<file path="config.mk">
export PLATFORM = sky130hd
export DESIGN_NAME = sumador_serial
export DESIGN_NICKNAME = d
export VERILOG_FILES = /design/src/rtl/sumador_serial.sv
export SDC_FILE = /design/constraint.sdc
export NUM_CORES = 1
export LEC_CHECK = 0
export BUFFER_PORTS_ARGS = -buffer_cell sky130_fd_sc_hd__buf_2
export CAP_MARGIN = 20
export CORE_UTILIZATION = 40
export DETAILED_ROUTE_END_ITERATION = 6
export PLACE_DENSITY_LB_ADDON = 0.05
export SYNTH_ARGS = -nofsm -noshare
export SYNTH_HDL_FRONTEND = slang
export SYNTH_HIERARCHICAL = 1
export SYNTH_SLANG_ARGS = --single-unit
</file>
<file path="constraint.sdc">
create_clock -name CLK -period 3.45 [get_ports CLK]
set_input_delay 0.5175 -clock CLK [delete_from_list [all_inputs] [get_ports CLK]]
set_output_delay 0.5175 -clock CLK [all_outputs]
set_load 0.01 [all_outputs]
</file>
<file path="src/rtl/sumador_serial.sv">
// Bit-serial N-bit adder: one full adder reused N times, LSB first.
// The carry lives in a flip-flop between cycles and the sum bits are
// reassembled in a result shift register. All outputs are registered.

// Single-bit full adder; the only arithmetic in the serial datapath.
module sumador_serial_fa (
    input  logic a_i,
    input  logic b_i,
    input  logic c_i,
    output logic s_o,
    output logic c_o
);
    assign s_o = a_i ^ b_i ^ c_i;
    assign c_o = (a_i & b_i) | (a_i & c_i) | (b_i & c_i);
endmodule

module sumador_serial #(
    parameter int N = 8
) (
    input  logic         CLK,
    input  logic         RST,
    input  logic         INICIO,
    input  logic [N-1:0] A,
    input  logic [N-1:0] B,
    input  logic         AE,
    output logic [N-1:0] SUMA,
    output logic         AS,
    output logic         OCUPADO,
    output logic         LISTO
);
    // Counter must be able to hold N-1; N+1 keeps width >= 1 for N=1.
    localparam int CW = $clog2(N + 1);
    localparam logic [CW-1:0] LAST = CW'(N - 1);

    typedef enum logic [1:0] {
        IDLE    = 2'd0,
        SUMANDO = 2'd1,
        FIN     = 2'd2
    } state_t;

    state_t        state_q;
    logic [N-1:0]  opa_q;
    logic [N-1:0]  opb_q;
    logic [N-1:0]  res_q;
    logic [N-1:0]  res_d;
    logic          carry_q;
    logic [CW-1:0] cnt_q;
    logic [N-1:0]  suma_q;
    logic          as_q;
    logic          ocupado_q;
    logic          listo_q;

    logic          fa_s;
    logic          fa_c;

    sumador_serial_fa u_fa (
        .a_i (opa_q[0]),
        .b_i (opb_q[0]),
        .c_i (carry_q),
        .s_o (fa_s),
        .c_o (fa_c)
    );

    // Result shifts right with the new sum bit entering at the MSB.
    // The N+1-bit concatenation keeps the slice legal when N=1.
    logic [N:0] res_ext;
    always_comb begin
        res_ext = {fa_s, res_q};
        res_d   = res_ext[N:1];
    end

    // Control FSM and serial datapath; a start is accepted from IDLE or FIN.
    always_ff @(posedge CLK or posedge RST) begin
        if (RST) begin
            state_q   <= IDLE;
            opa_q     <= '0;
            opb_q     <= '0;
            res_q     <= '0;
            carry_q   <= 1'b0;
            cnt_q     <= '0;
            suma_q    <= '0;
            as_q      <= 1'b0;
            ocupado_q <= 1'b0;
            listo_q   <= 1'b0;
        end else begin
            case (state_q)
                IDLE, FIN: begin
                    listo_q <= 1'b0;
                    if (INICIO) begin
                        opa_q     <= A;
                        opb_q     <= B;
                        carry_q   <= AE;
                        res_q     <= '0;
                        cnt_q     <= '0;
                        ocupado_q <= 1'b1;
                        state_q   <= SUMANDO;
                    end else begin
                        state_q   <= IDLE;
                    end
                end
                SUMANDO: begin
                    // INICIO is deliberately not looked at here.
                    res_q   <= res_d;
                    opa_q   <= opa_q >> 1;
                    opb_q   <= opb_q >> 1;
                    carry_q <= fa_c;
                    cnt_q   <= cnt_q + CW'(1);
                    if (cnt_q == LAST) begin
                        suma_q    <= res_d;
                        as_q      <= fa_c;
                        ocupado_q <= 1'b0;
                        listo_q   <= 1'b1;
                        state_q   <= FIN;
                    end
                end
                default: begin
                    ocupado_q <= 1'b0;
                    listo_q   <= 1'b0;
                    state_q   <= IDLE;
                end
            endcase
        end
    end

    assign SUMA    = suma_q;
    assign AS      = as_q;
    assign OCUPADO = ocupado_q;
    assign LISTO   = listo_q;
endmodule

</file>
# Word level (Yosys, flattened, before mapping)
# Index checks and enable logic that the tools add are counted.
[totals]
wordCells = 47
output_inout_bits = 11
regBits = 42
input_bits = 20
[op_classes]
n_reduce_logical = 6
n_mux = 18
add_sub_neg = 1
n_eq_ne = 5
bitwise = 7
[ops]
columns = ["op", "count"]
rows = [
  ["$pmux W8 S2", 3],
  ["$mux W8", 3],
  ["$pmux W4 S2", 1],
  ["$mux W1", 6],
  ["$reduce_and A2 Y1", 3],
  ["$add A4 B1 Y4 const B", 1],
  ["$eq A4 B3 Y1 const B", 1],
  ["$mux W4", 1],
  ["$ne A2 B2 Y1 const B", 2],
  ["$pmux W1 S2", 2],
  ["$pmux W2 S2", 1],
  ["$and A1 B1 Y1", 3],
  ["$eq A2 B1 Y1 const B", 1],
  ["$eq A2 B2 Y1 const B", 1],
  ["$logic_not A2 Y1", 1],
  ["$mux W2", 1],
  ["$or A1 B1 Y1", 2],
  ["$reduce_bool A2 Y1", 1],
  ["$reduce_or A2 Y1", 1],
  ["$xor A1 B1 Y1", 2],
]

# Logic depth before layout (Yosys ltp)
[depth]
word_depth = 4
mapped_depth = 5
depth_no_buf = 4

# Cells and area by module
# The synthesis kept the hierarchy.
[modules_own_cells]
columns = ["mod", "area_each_um2", "n_inst", "seq_area_each_um2", "cells_each"]
rows = [
  ["sumador_serial", 1660.3, 1, 1001.0, 115],
  ["sumador_serial_fa", 20.0, 1, 0.0, 1],
]

# Worst setup path before layout
# No wires, ideal clock.
[synth_path]
path_kind = "register -> register"
start = "reg cnt_q[0]"
end = "reg suma_q[0] (netlist: SUMA[0])"
path_stages_with_launch = 6
n_path_buf = 1
setup_ps = 125
path_slack_ps = 2022
period_less_slack_ps = 1428
t_required_ps = 3325
arrival_time_ps = 1303
cell_sequence = "dfrtp_1 -> ha_1 -> nand3b_1 -> nor3b_2 -> buf_6 -> mux2_2"
[synth_via]
elab_chain_cells = 2
[synth_lines]
columns = ["item", "line", "rtl"]
rows = [
  ["start: declaration", "47", "logic [CW-1:0] cnt_q;"],
  ["start signal: assignment", "107", "cnt_q <= cnt_q + CW'(1);"],
  ["$eq A4 B3 Y1", "108", "if (cnt_q == LAST) begin"],
  ["$reduce_and A2 Y1 (no source line)", "--", ""],
  ["end signal: assignment", "109", "suma_q <= res_d;"],
  ["end: declaration", "48", "logic [N-1:0] suma_q;"],
]
# No other way between the ends.
# A chain may end at the register's enable or synchronous reset.

# Worst setup path in the final report
[layout_path]
start = "reg cnt_q[0]"
end = "reg suma_q[5] (netlist: SUMA[5])"
# Same word-level chain as after synthesis.

==> impl_results.md <==
* Status: complete, no violations
* Setup TNS at 0 ns
* Ys async rst share at 1.00
* Die Area at 4460 um^2
* Worst hold path class: input pin to asynchronous set/reset pin
* Root buffer cell: clkbuf_8
* Distinct cells, synth at 21
* P_leak at 1.04 nW
* Vias per cell at 5.32
* Final Non-Filler Cells at 197
* Initial antenna violation count at 0
* Placed instance count at 189
* FP Rows at 23
* Longest Clk Path Bufs at 2
* Htree depth at 2
* Worst Tran Pin Value at 0.795 ns
* Vias at 1049
* Worst path top cell family by delay: simple AND/OR/NAND/NOR gates
* Nature of the critical path startpoint: flip-flop
* Number of synthesized register bits at 40
* Final setup fails at 0
* Gr ovfl total at 0
* Top FF cell, synth: dfrtp_1
* Final ANT Viol Nets at 0
* Die height at 66.8 um
* Slowest cell delay on critical path at 0.68 ns
* Area Overhead vs Synth at 15.7%
* Cell Area, Synth at 1680 um^2
* Setup Fix Bufs, Post-CTS at 0
* WP data required at 3.62 ns
* FMAX at 524 MHz
* Final net count at 168
* Worst path cell trace: ha_1 > nand3b_1 > nor3b_2 > mux2_2
* First-pass GRT wire length at 5110 um
* Filler instances at 377
* RSZ-0062 raised after global routing: false
* Vias in the first global route at 1102
* Yosys top cell area share at 0.596
* Slowest CP cell: nor3b_2
* Register area share after synthesis at 0.596
* Final Hold Fails at 0
* Initial DRC Count at 70
* Crit Path Class: flip-flop to flip-flop
* Hold Buf Count CTS at 0
* Post-Synthesis Cells at 116
* Largest cells by area after synthesis: dfrtp_1, a22o_1, a21o_1
* Max cap viols at 0
* Fin crit share at 0.553
* Clk sinks at 40
* Count of input and output buffers at 30
* Ys Warns at 6
* Minimum clock period at 1.91 ns
* Starting Density at 0.417
* ANT cells at 0
* Residual DRC at 0
* CP Buf/Inv Count at 0
* Syn Area/Cell at 14.5 um^2
* Post-synth EDFFs at 0
* Clock latency on the worst-skew pair at 0.29 ns
* Core area at 4030 um^2
* Total Routed Length at 2950 um
* CP max FO at 10
* Arrival @ worst endpoint at 2.08 ns
* P per Cell Area at 946 nW/um^2
* Crit path depth at 4
* CTS tree: yes
* Rel. slew slack at 0.468
* WL/cell at 14.9 um
* R2r worst-path depth at 4
* Maximum vdd drop at 359 uV
* Drt first pass iters at 4
* Largest net degree at the start of global routing at 30
* Syn_nets at 138
* CTS buffer count at 5
* Clk pin slew, worst setup/hold paths at 0.08 ns
* Placer Congestion at 0.739
* Max-slew violations at 0
* Top cell type by total area after synthesis: dfrtp_1
* Post-DP HPWL at 1960 um
* Worst Skew at 0.00626 ns
* Die W at 66.8 um
* GRT Util Overall at 0.159
* Crit end category: flip-flop
* # IOs at 31
* Proportion of layout cells with a drive suffix above 1 at 0.340
* Post-CTS resize count at 0
[path summary, 6_finish.rpt]
path                                       from              endpoint  slack [ns]
setup reg to reg           cnt_q[0]$_DFFE_PP0P_   SUMA[5]$_DFFE_PP0P_        1.54
min in group CLK                           A[7]  opa_q[7]$_DFFE_PP0P_        0.45
max in group asynchronous                   RST  opb_q[3]$_DFFE_PP0P_        2.33
hold / removal                              RST  res_q[2]$_DFFE_PP0P_        0.36
setup / recovery           cnt_q[0]$_DFFE_PP0P_   SUMA[5]$_DFFE_PP0P_        1.54
hold reg to reg            cnt_q[3]$_DFFE_PP0P_  cnt_q[3]$_DFFE_PP0P_        0.47
[layer usage]
metal  GRT usage  vias to the layer above  wire [um]
met5           0                        -          0
met4      0.0718                        0         24
met3      0.0565                        2        135
met2       0.250                       24       1420
met1       0.196                      533       1360
li1            -                      490          -
[area by class of cell]
class | instances | area (um^2) | share of cell area
Clock buffer | 5 | 68.8 | 0.0354
Clock inverter | 3 | 42.5 | 0.0219
Inverter | 1 | 3.75 | 0.00193
Multi-Input combinational cell | 67 | 608 | 0.313
Sequential cell | 40 | 1000 | 0.515
Tap cell | 50 | 62.6 | 0.0322
Timing Repair Buffer | 31 | 158 | 0.0811
[sequential cells by signal (all words and copies together), names as in the netlist]
name and cells:
AS 1, OCUPADO 1, SUMA 8, carry_q 1, cnt_q 4, opa_q 8
opb_q 8, res_q 7, state_q 2
[cell usage after synthesis, types with 2 or more instances]
cell type	n
mux2_2	7
buf_6	4
mux2i_1	2
and2b_4	2
dfrtp_1	40
a22o_1	26
mux2_1	3
nand3b_1	2
a21o_1	16
buf_2	3
[report_power, final]
group          leakage [nW]  internal [mW]  switching (mW)
clock network        0.0541          0.214           0.156
registers             0.506          0.673           0.123
logic                 0.479          0.357           0.316
total                  1.04           1.24           0.596
[stage by stage]
step	total power, mW	util	setup slack [ns]	hold WS [ns]	instance area, um^2
after floorplan	1.36	-	2.01	0.437	1680
after global placement	1.46	0.455	1.56	0.458	1830
after detailed placement	1.50	0.455	1.48	0.465	1830
after CTS	1.88	0.483	1.48	0.390	1940
after global routing	1.98	0.483	1.39	0.421	1940
final	1.84	0.483	1.54	0.364	1940
[logic make-up (layout without fill, tap and decap cells)]
family,Yosys count,count (layout),share of synthesized area
adders and majority gates,2,2,0.0194
muxes,12,12,0.0789
buffers and inverters,9,40,0.0424
DFF,40,40,0.596
and+or+nand+nor,10,10,0.0536
AOI/OAI and AO/OA,43,43,0.210
[placed cells by master (no fill, tap or decap), types with 2 or more instances in the layout]
cell type  instances
nand3b_1           2
dfrtp_1           40
and2b_4            2
a21o_1            16
mux2_1             3
a22o_1            26
mux2i_1            2
mux2_2             7
clkbuf_8           5
buf_2             30
(Power assumes the default switching activity.)
